## src/rtl/debounce_bank.sv

```systemverilog
// debounce_bank: N_CH independent push-button debouncers. Each channel has a
// synchroniser, a stability filter, rise/fall pulses and a one-shot long-press pulse.
module debounce_bank #(
  parameter int N_CH        = 4,
  parameter int SYNC_STAGES = 2,
  parameter int CNT_W       = 16,
  parameter int STABLE_CNT  = 50000,
  parameter int HOLD_W      = 24,
  parameter int HOLD_CNT    = 10000000,
  parameter bit RESET_LEVEL = 1'b0
) (
  input  logic            clk,
  input  logic            rst,
  input  logic [N_CH-1:0] sig_in,
  output logic [N_CH-1:0] sig_out,
  output logic [N_CH-1:0] rise_pulse,
  output logic [N_CH-1:0] fall_pulse,
  output logic [N_CH-1:0] long_pulse
);

  localparam logic [CNT_W-1:0]  STABLE_MAX = CNT_W'(STABLE_CNT - 1);
  localparam logic [HOLD_W-1:0] HOLD_MAX   = HOLD_W'(HOLD_CNT - 1);

  for (genvar i = 0; i < N_CH; i++) begin : g_ch
    logic [SYNC_STAGES-1:0] sync_q;
    logic                   sync;
    logic                   candidate;
    logic [CNT_W-1:0]       cnt;
    logic [HOLD_W-1:0]      hold_cnt;
    logic                   long_done;
    logic                   out_q;
    logic                   rise_q;
    logic                   fall_q;
    logic                   long_q;

    assign sync = sync_q[SYNC_STAGES-1];

    // The stability counter saturates rather than wrapping, so a long-stable
    // input keeps its output without re-triggering; the hold counter likewise
    // freezes after the long-press pulse until the output drops.
    always_ff @(posedge clk) begin
      if (rst) begin
        sync_q    <= {SYNC_STAGES{RESET_LEVEL}};
        candidate <= RESET_LEVEL;
        cnt       <= '0;
        out_q     <= RESET_LEVEL;
        hold_cnt  <= '0;
        long_done <= 1'b0;
        rise_q    <= 1'b0;
        fall_q    <= 1'b0;
        long_q    <= 1'b0;
      end else begin
        sync_q <= {sync_q[SYNC_STAGES-2:0], sig_in[i]};
        rise_q <= 1'b0;
        fall_q <= 1'b0;
        long_q <= 1'b0;

        if (sync != candidate) begin
          candidate <= sync;
          cnt       <= '0;
        end else if (cnt < STABLE_MAX) begin
          cnt <= cnt + 1'b1;
        end else if (candidate != out_q) begin
          out_q  <= candidate;
          rise_q <= candidate;
          fall_q <= ~candidate;
        end

        if (!out_q) begin
          hold_cnt  <= '0;
          long_done <= 1'b0;
        end else if (!long_done) begin
          if (hold_cnt == HOLD_MAX) begin
            long_q    <= 1'b1;
            long_done <= 1'b1;
          end else begin
            hold_cnt <= hold_cnt + 1'b1;
          end
        end
      end
    end

    assign sig_out[i]    = out_q;
    assign rise_pulse[i] = rise_q;
    assign fall_pulse[i] = fall_q;
    assign long_pulse[i] = long_q;
  end

endmodule

```

## config.mk

```make
export PLATFORM = sky130hd
export DESIGN_NAME = debounce_bank
export DESIGN_NICKNAME = d
export VERILOG_FILES = /design/src/rtl/debounce_bank.sv
export SDC_FILE = /design/constraint.sdc
export NUM_CORES = 1
export LEC_CHECK = 0
export CORE_ASPECT_RATIO = 1.75
export CORE_MARGIN = 3
export CORE_UTILIZATION = 62
export CTS_CLUSTER_DIAMETER = 100
export DETAILED_ROUTE_END_ITERATION = 16
export PLACE_DENSITY = 0.89
export SLEW_MARGIN = 20
export SYNTH_ARGS = -nofsm -noshare
export SYNTH_HDL_FRONTEND = slang
export SYNTH_SLANG_ARGS = --single-unit
export TNS_END_PERCENT = 20
```

## constraint.sdc

```tcl
create_clock -name clk -period 2.3 [get_ports clk]
set_input_delay 0.345 -clock clk [delete_from_list [all_inputs] [get_ports clk]]
set_output_delay 0.345 -clock clk [all_outputs]
set_load 0.01 [all_outputs]
```

==> results of run 1 <==
-- logic make-up after synthesis --
kind of cell / synth area share
compound gates: 0.116
xor+xnor: 0.101
fa+ha+maj: 0.0113
buf+inv: 0.0397
flops: 0.435
mux: 0.00807
simple gates: 0.288
-- how the worst max path moves through the flow --
stage,from,slack (ns),end,cells past startpoint
2_1_floorplan,g_ch[2].hold_cnt[0]$_SDFFE_PP0P_,0.33,g_ch[2].hold_cnt[13]$_SDFFE_PP0P_,7
3_3_place_gp,g_ch[1].cnt[10]$_SDFFE_PP0N_,0.24,g_ch[1].cnt[7]$_SDFFE_PP0N_,5
3_5_place_dp,rst,0.16,g_ch[0].cnt[10]$_SDFFE_PP0N_,5
4_1_cts,g_ch[1].cnt[10]$_SDFFE_PP0N_,0.18,g_ch[1].cnt[7]$_SDFFE_PP0N_,5
5_1_grt,g_ch[1].cnt[10]$_SDFFE_PP0N_,0.03,g_ch[1].cnt[7]$_SDFFE_PP0N_,5
6_report,g_ch[1].cnt[10]$_SDFFE_PP0N_,0.18,g_ch[1].cnt[7]$_SDFFE_PP0N_,5
-- placed cells by master (no fill, tap or decap), types with 4 or more instances in the layout --
master           instances
o211ai_1                16
nor2b_1                 19
nor4bb_1                 5
inv_1                   15
and4b_1                  4
a41o_1                   4
and4_1                  22
and3_1                  31
o21ai_1                  8
nor3b_1                  5
dfxtp_1                192
nand4_1                 37
clkdlybuf4s50_1         21
nand2_1                 69
buf_4                   25
a21oi_1                 44
xor2_1                  63
nor4_1                  15
o31ai_1                 10
clkbuf_16               17
ha_1                     8
inv_6                    4
a31oi_1                  8
xnor2_1                 39
and2_1                  14
nor2_1                 132
nor3_1                  19
or3_1                   26
or4_1                   11
nand3_1                 45
mux2i_1                  6
nor4b_1                 10
a211oi_1                 6
o2111ai_1                9
o21ai_0                 36
-- layout make-up --
| type | count | area (µm²) |
|---|---|---|
| multi-input combinational | 751 | 4640 |
| tap | 177 | 221 |
| clock buffer | 18 | 429 |
| sequential | 192 | 3840 |
| timing repair buffer | 46 | 398 |
| inverter | 15 | 56.3 |
| clock inverter | 14 | 155 |
| fill | 1052 | 4160 |
-- per-stage QoR --
step | setup WS (ns) | cells | power, µW
after floorplan | 0.334 | 1017 | 3510
after global placement | 0.243 | 1181 | 3550
after detailed placement | 0.164 | 1181 | 3560
after CTS | 0.176 | 1213 | 6470
after global routing | 0.0320 | 1213 | 6620
final | 0.184 | 1213 | 6440
-- metal layers --
metal | vias to the layer above | wire (µm) | track usage
met3 | 32 | 490 | 0.0380
met2 | 136 | 10200 | 0.459
met5 | - | 0 | 0
li1 | 3656 | - | -
met1 | 3539 | 7410 | 0.262
met4 | 0 | 366 | 0.106
-- sequential cells by signal, summed over array words and instances, names as in the netlist --
register        flops
g_ch.cnt           64
g_ch.long_done      4
g_ch.rise_q         4
g_ch.candidate      4
g_ch.fall_q         4
g_ch.hold_cnt      96
g_ch.long_q         4
g_ch.out_q          4
g_ch.sync_q         8
-- worst max-delay path: cells and delay by family, from the launching register on --
family / cells / cell delay, ns
AND/OR/NAND/NOR: 2 / 0.89
AO/OA/AOI/OAI: 3 / 0.82
flip-flops: 1 / 0.34
-- power groups by stage --
| stage | registers, µW | logic [µW] | clock network (µW) |
|---|---|---|---|
| global route | 3370 | 125 | 3120 |
| finish | 3370 | 110 | 2950 |
| CTS | 3370 | 111 | 2990 |
| global placement | 3450 | 103 | 0 |
| detailed placement | 3450 | 108 | 0 |
| floorplan | 3440 | 72.1 | 0 |
==> flow_summary.yaml, run 1 <==
setup_path:
  cp.required_ns: 2.65
  crit_type: "reg2reg"
  rr_worst_depth: 5
  worst_setup_path_start_kind: "flip-flop"
  r2r_setup_slack_ns: 0.18
  crit_path_end_kind: "flip-flop"
  path_cells: "or4_4 > o211ai_1 > o21ai_1 > or3_1 > a21oi_1"
  critPathMaxStageDelay_ns: 0.55
  critPathMaxFanout: 5
  r2r-end: "g_ch[1].cnt[7]$_SDFFE_PP0N_"
  cp_slowest_cell: "or4_4"
  r2r-start: "g_ch[1].cnt[10]$_SDFFE_PP0N_"
  arrival_ns: 2.47
power:
  max-vdd-ir-drop_mv: 0.494
  power_switching_uw: 1420
  p_per_area_nw_per_um2: 660
  pwr-share-seq: 0.524
  p_leak_uw: 0.00323
  intPower_uw: 5020
  switching_share: 0.220
  power_frac_clock: 0.459
  pwr-share-comb: 0.017
global_route:
  grt_max_degree: 25
  track_usage: 0.245
  gr-total-overflow: 0
  grt_pass1_vias: 7156
  grt_pass1_wl_um: 31600
  antenna_found_initial: 0
hold_path:
  hp-class: "reg2reg"
  hold_end: "g_ch[0].sync_q[1]$_SDFF_PP0_"
  holdPathStages: 1
  hp-start: "g_ch[0].sync_q[0]$_SDFF_PP0_"
synthesis:
  synth_cells: 1017
  async_flop_share: 0
  ys.flop_type: "dfxtp_1"
  yosys.area.top_type_share: 0.435
  ys_ff_latch: 192
  yosysTopAreaCell: "dfxtp_1"
  avgSynthCellArea_um2: 8.69
  ys_seq_area_frac: 0.435
  yosysMostFrequentCell: "dfxtp_1"
  syn_nets: 1031
  synth-edff-count: 0
  netlist-cell-type-count: 53
  synth_area_leaders: "dfxtp_1, xor2_1, nor2_1"
  ys_warn_count: 0
  synth.top_cells.by_count: "dfxtp_1, nor2_1, nand2_1"
  synth.cell_area_um2: 8830
finish:
  n_antenna_cell: 0
  fin_util: 0.701
  syn_to_final_growth_pct: 10.3
  layout.nets: 1037
  final_area_um2: 9740
  drive_gt1_frac: 0.0656
floorplan:
  core_area_um2: 13900
  die_w_um: 96.2
  io_pins: 22
  start_util: 0.635
  design.die.area_um2: 15800
  rows: 57
  dieHeight_um: 164
placed_design:
  port_buffers: 21
  placed_cell_area_um2: 9160
  dp_hpwl_um: 12500
  place_congestion: 0.843
cts:
  clkSinkCount: 192
  cts.path.max_buffers: 2
  clkTransAtPathRegs_ns: 0.07
  post_cts_resized: 0
  hold_buffers: 0
  post_cts_buffers: 0
  clk_latency_ns: 0.43
  cts_buffers: 17
  cts_tree: "built"
  h-tree-depth: 4
  clockRootBuffer: "clkbuf_16"
route:
  final_antenna_net_count: 0
  drcViolationCount: 0
  dr.first_iter.drc_count: 426
  routed-via-count: 7363
  drtPass1Iterations: 5
  wl_per_cell_um: 15.2
  via_per_inst: 6.07
  drt_wl_total_um: 18500
flow_run:
  max-cap-violations: 0
sta:
  relSlewSlack: 0.467
  slew_viol_final: 0
  hold_slack_ns: 0.443
  rsz0062_at_grt: "no"
  period_minus_slack_ns: 2.12
  period_share: 0.920
  max_freq_mhz: 473
  setup_violations: 0
  worst_clock_skew_ns: 0.0110
  finalSetupTns_ns: 0
  worst_pin_slew_ns: 0.798
  final_hold_viol_count: 0
run_status:
  outcome: "finished clean"
(Power assumes the default switching activity.)
==> inputs of run 2 (changes only) <==
Settings changed: SKIP_LAST_GASP set to 1.
==> results of run 2 <==
The final DEF is identical to that of run 1; final timing and power are the same.
==> patch, RTL diff (config.mk and constraints of run 2) <==
Register the output `fall_pulse` once more, without a reset; this adds one clock of latency there. The other outputs are not delayed to match.
--- a/src/rtl/debounce_bank.sv
+++ b/src/rtl/debounce_bank.sv
@@ -20,6 +20,8 @@
 
   localparam logic [CNT_W-1:0]  STABLE_MAX = CNT_W'(STABLE_CNT - 1);
   localparam logic [HOLD_W-1:0] HOLD_MAX   = HOLD_W'(HOLD_CNT - 1);
+
+  logic [N_CH-1:0] fall_pulse_d;
 
   for (genvar i = 0; i < N_CH; i++) begin : g_ch
     logic [SYNC_STAGES-1:0] sync_q;
@@ -82,8 +84,12 @@
 
     assign sig_out[i]    = out_q;
     assign rise_pulse[i] = rise_q;
-    assign fall_pulse[i] = fall_q;
+    assign fall_pulse_d[i] = fall_q;
     assign long_pulse[i] = long_q;
+  end
+
+  always_ff @(posedge clk) begin
+    fall_pulse <= fall_pulse_d;
   end
 
 endmodule
Formal check against the unedited RTL: same outputs for any inputs over 10 cycles, from zero or initial values and one cycle with rst high; that may be too few to reach the edited logic, so the function may still have changed.
==> patch against run 2 <==
Fmax down 4.7%; highest routed layer unchanged; total power up 7.6%; final area up 1.1%; sequential cell count up 4; area after synthesis down 0.27%; largest power group unchanged; largest cell class unchanged; wire length down 1.4%; critical path depth up 1; clock power up 14%; worst setup slack worse by 0.10 ns; sequential power up 2%.
==> patch: results <==
run_status:
  run_status: "complete, no violations"
sta:
  fin_hold_ws_ns: 0.327
  worstMarginPinSlew_ns: 0.635
  fin_skew_ns: 0.0105
place:
  port_buffers: 21
  place_congestion: 0.845
  placedInstanceArea_um2: 9170
  place_ws_ns: 0.166
  hpwl_um: 12200
global_route:
  grt_pass1_vias: 7313
  grt_pass1_wl_um: 31800
  grt_max_degree: 23
  track_usage: 0.246
yosys:
  yosysSeqAreaShare: 0.445
  ys_types: 60
  synth_area_leaders: "dfxtp_1, xnor2_1, nor2_1"
  synth_common_cells: "dfxtp_1, nor2_1, nand2_1"
worst_setup_path:
  worst_path_max_delay_cell: "or4_1"
  reg2reg_from: "g_ch[0].cnt[0]$_SDFFE_PP0N_"
  cp_max_fo: 9
  reg2reg_slack_ns: 0.08
  reg2reg_to: "g_ch[0].cnt[13]$_SDFFE_PP0N_"
  reg2regPathDepth: 6
  crit_arrival_ns: 2.57
detailed_routing:
  vias: 7402
  drt_iter0_drc: 396
  totalWireLength_um: 18200
worst_hold_path:
  worstHoldStart: "g_ch[3].fall_q$_SDFF_PP0_"
  hold_depth: 0
  min_to: "fall_pulse[3]$_DFF_P_"
clocking:
  cts_setup_buffers: 0
layout:
  nNetsFinal: 1053
  layout-drive-gt1-share: 0.0694
power_and_ir_drop:
  peakVddDrop_mv: 0.496
patch: cell count changes after synthesis, sizes merged, moves of 8 or more:
cell	run 2	this run
a21oi	44	58
and3	31	20
and4	22	12
buf	23	15
nand2b	2	10
nor3	20	30
o2111ai	9	1
xnor2	39	57
xor2	63	38
patch: through the flow:
step           setup TNS (ns)  std cells  utilization
3_5_place_dp                0       1197        0.660
2_1_floorplan               0       1027            -
4_1_cts                     0       1229        0.708
6_report                    0       1229        0.709
3_3_place_gp                0       1197        0.660
5_1_grt               -0.0564       1229        0.709
patch: logic make-up after synthesis:
family	after synthesis	share of synthesized area
XOR/XNOR	95	0.0944
AND/OR/NAND/NOR	486	0.290
buffers and inverters	72	0.0359
flip-flops	196	0.445
AO/OA/AOI/OAI	164	0.116
multiplexers	6	0.00682
adder cells (fa/ha/maj)	8	0.0114
patch: power breakdown:
group / leakage (nW) / switching, mW / internal [mW]
logic: 1.25 / 0.0652 / 0.0469
registers: 1.58 / 0.0242 / 3.42
clock network: 0.328 / 1.31 / 2.06
total: 3.16 / 1.40 / 5.53
patch: worst max-delay path by stage:
| stage | end | depth (start not counted) | from | slack, ns |
|---|---|---|---|---|
| CTS | g_ch[0].cnt[13]$_SDFFE_PP0N_ | 6 | g_ch[0].cnt[0]$_SDFFE_PP0N_ | 0.09 |
| finish | g_ch[0].cnt[13]$_SDFFE_PP0N_ | 6 | g_ch[0].cnt[0]$_SDFFE_PP0N_ | 0.08 |
| global placement | g_ch[0].cnt[13]$_SDFFE_PP0N_ | 6 | g_ch[0].cnt[0]$_SDFFE_PP0N_ | 0.22 |
| floorplan | g_ch[0].cnt[13]$_SDFFE_PP0N_ | 6 | g_ch[0].cnt[0]$_SDFFE_PP0N_ | 0.18 |
| global route | g_ch[0].cnt[13]$_SDFFE_PP0N_ | 6 | g_ch[0].cnt[0]$_SDFFE_PP0N_ | -0.06 |
| detailed placement | g_ch[1].cnt[6]$_SDFFE_PP0N_ | 7 | g_ch[1].cnt[0]$_SDFFE_PP0N_ | 0.17 |
patch: per-layer routing:
metal | track usage | up-vias | part of all wire
li1 | - | 3675 | -
met1 | 0.265 | 3536 | 0.40
met2 | 0.457 | 147 | 0.55
met3 | 0.0467 | 44 | 0.031
met4 | 0.0991 | 0 | 0.022
met5 | 0 | - | 0
patch: layout make-up:
type                       count  area [um2]
clock buffer                  19         433
clock inverter                13         241
fill                        1059        4050
inverter                      22        82.6
multi-input combinational    759        4580
sequential                   196        3920
tap                          177         221
timing repair buffer          43         375
patch: critical path, delay by kind of cell (launching register included):
kind                     cells  cell delay [ns]
adder cells (fa/ha/maj)      1             0.22
AO/OA/AOI/OAI                4             1.04
AND/OR/NAND/NOR              1             0.54
flip-flops                   1             0.33
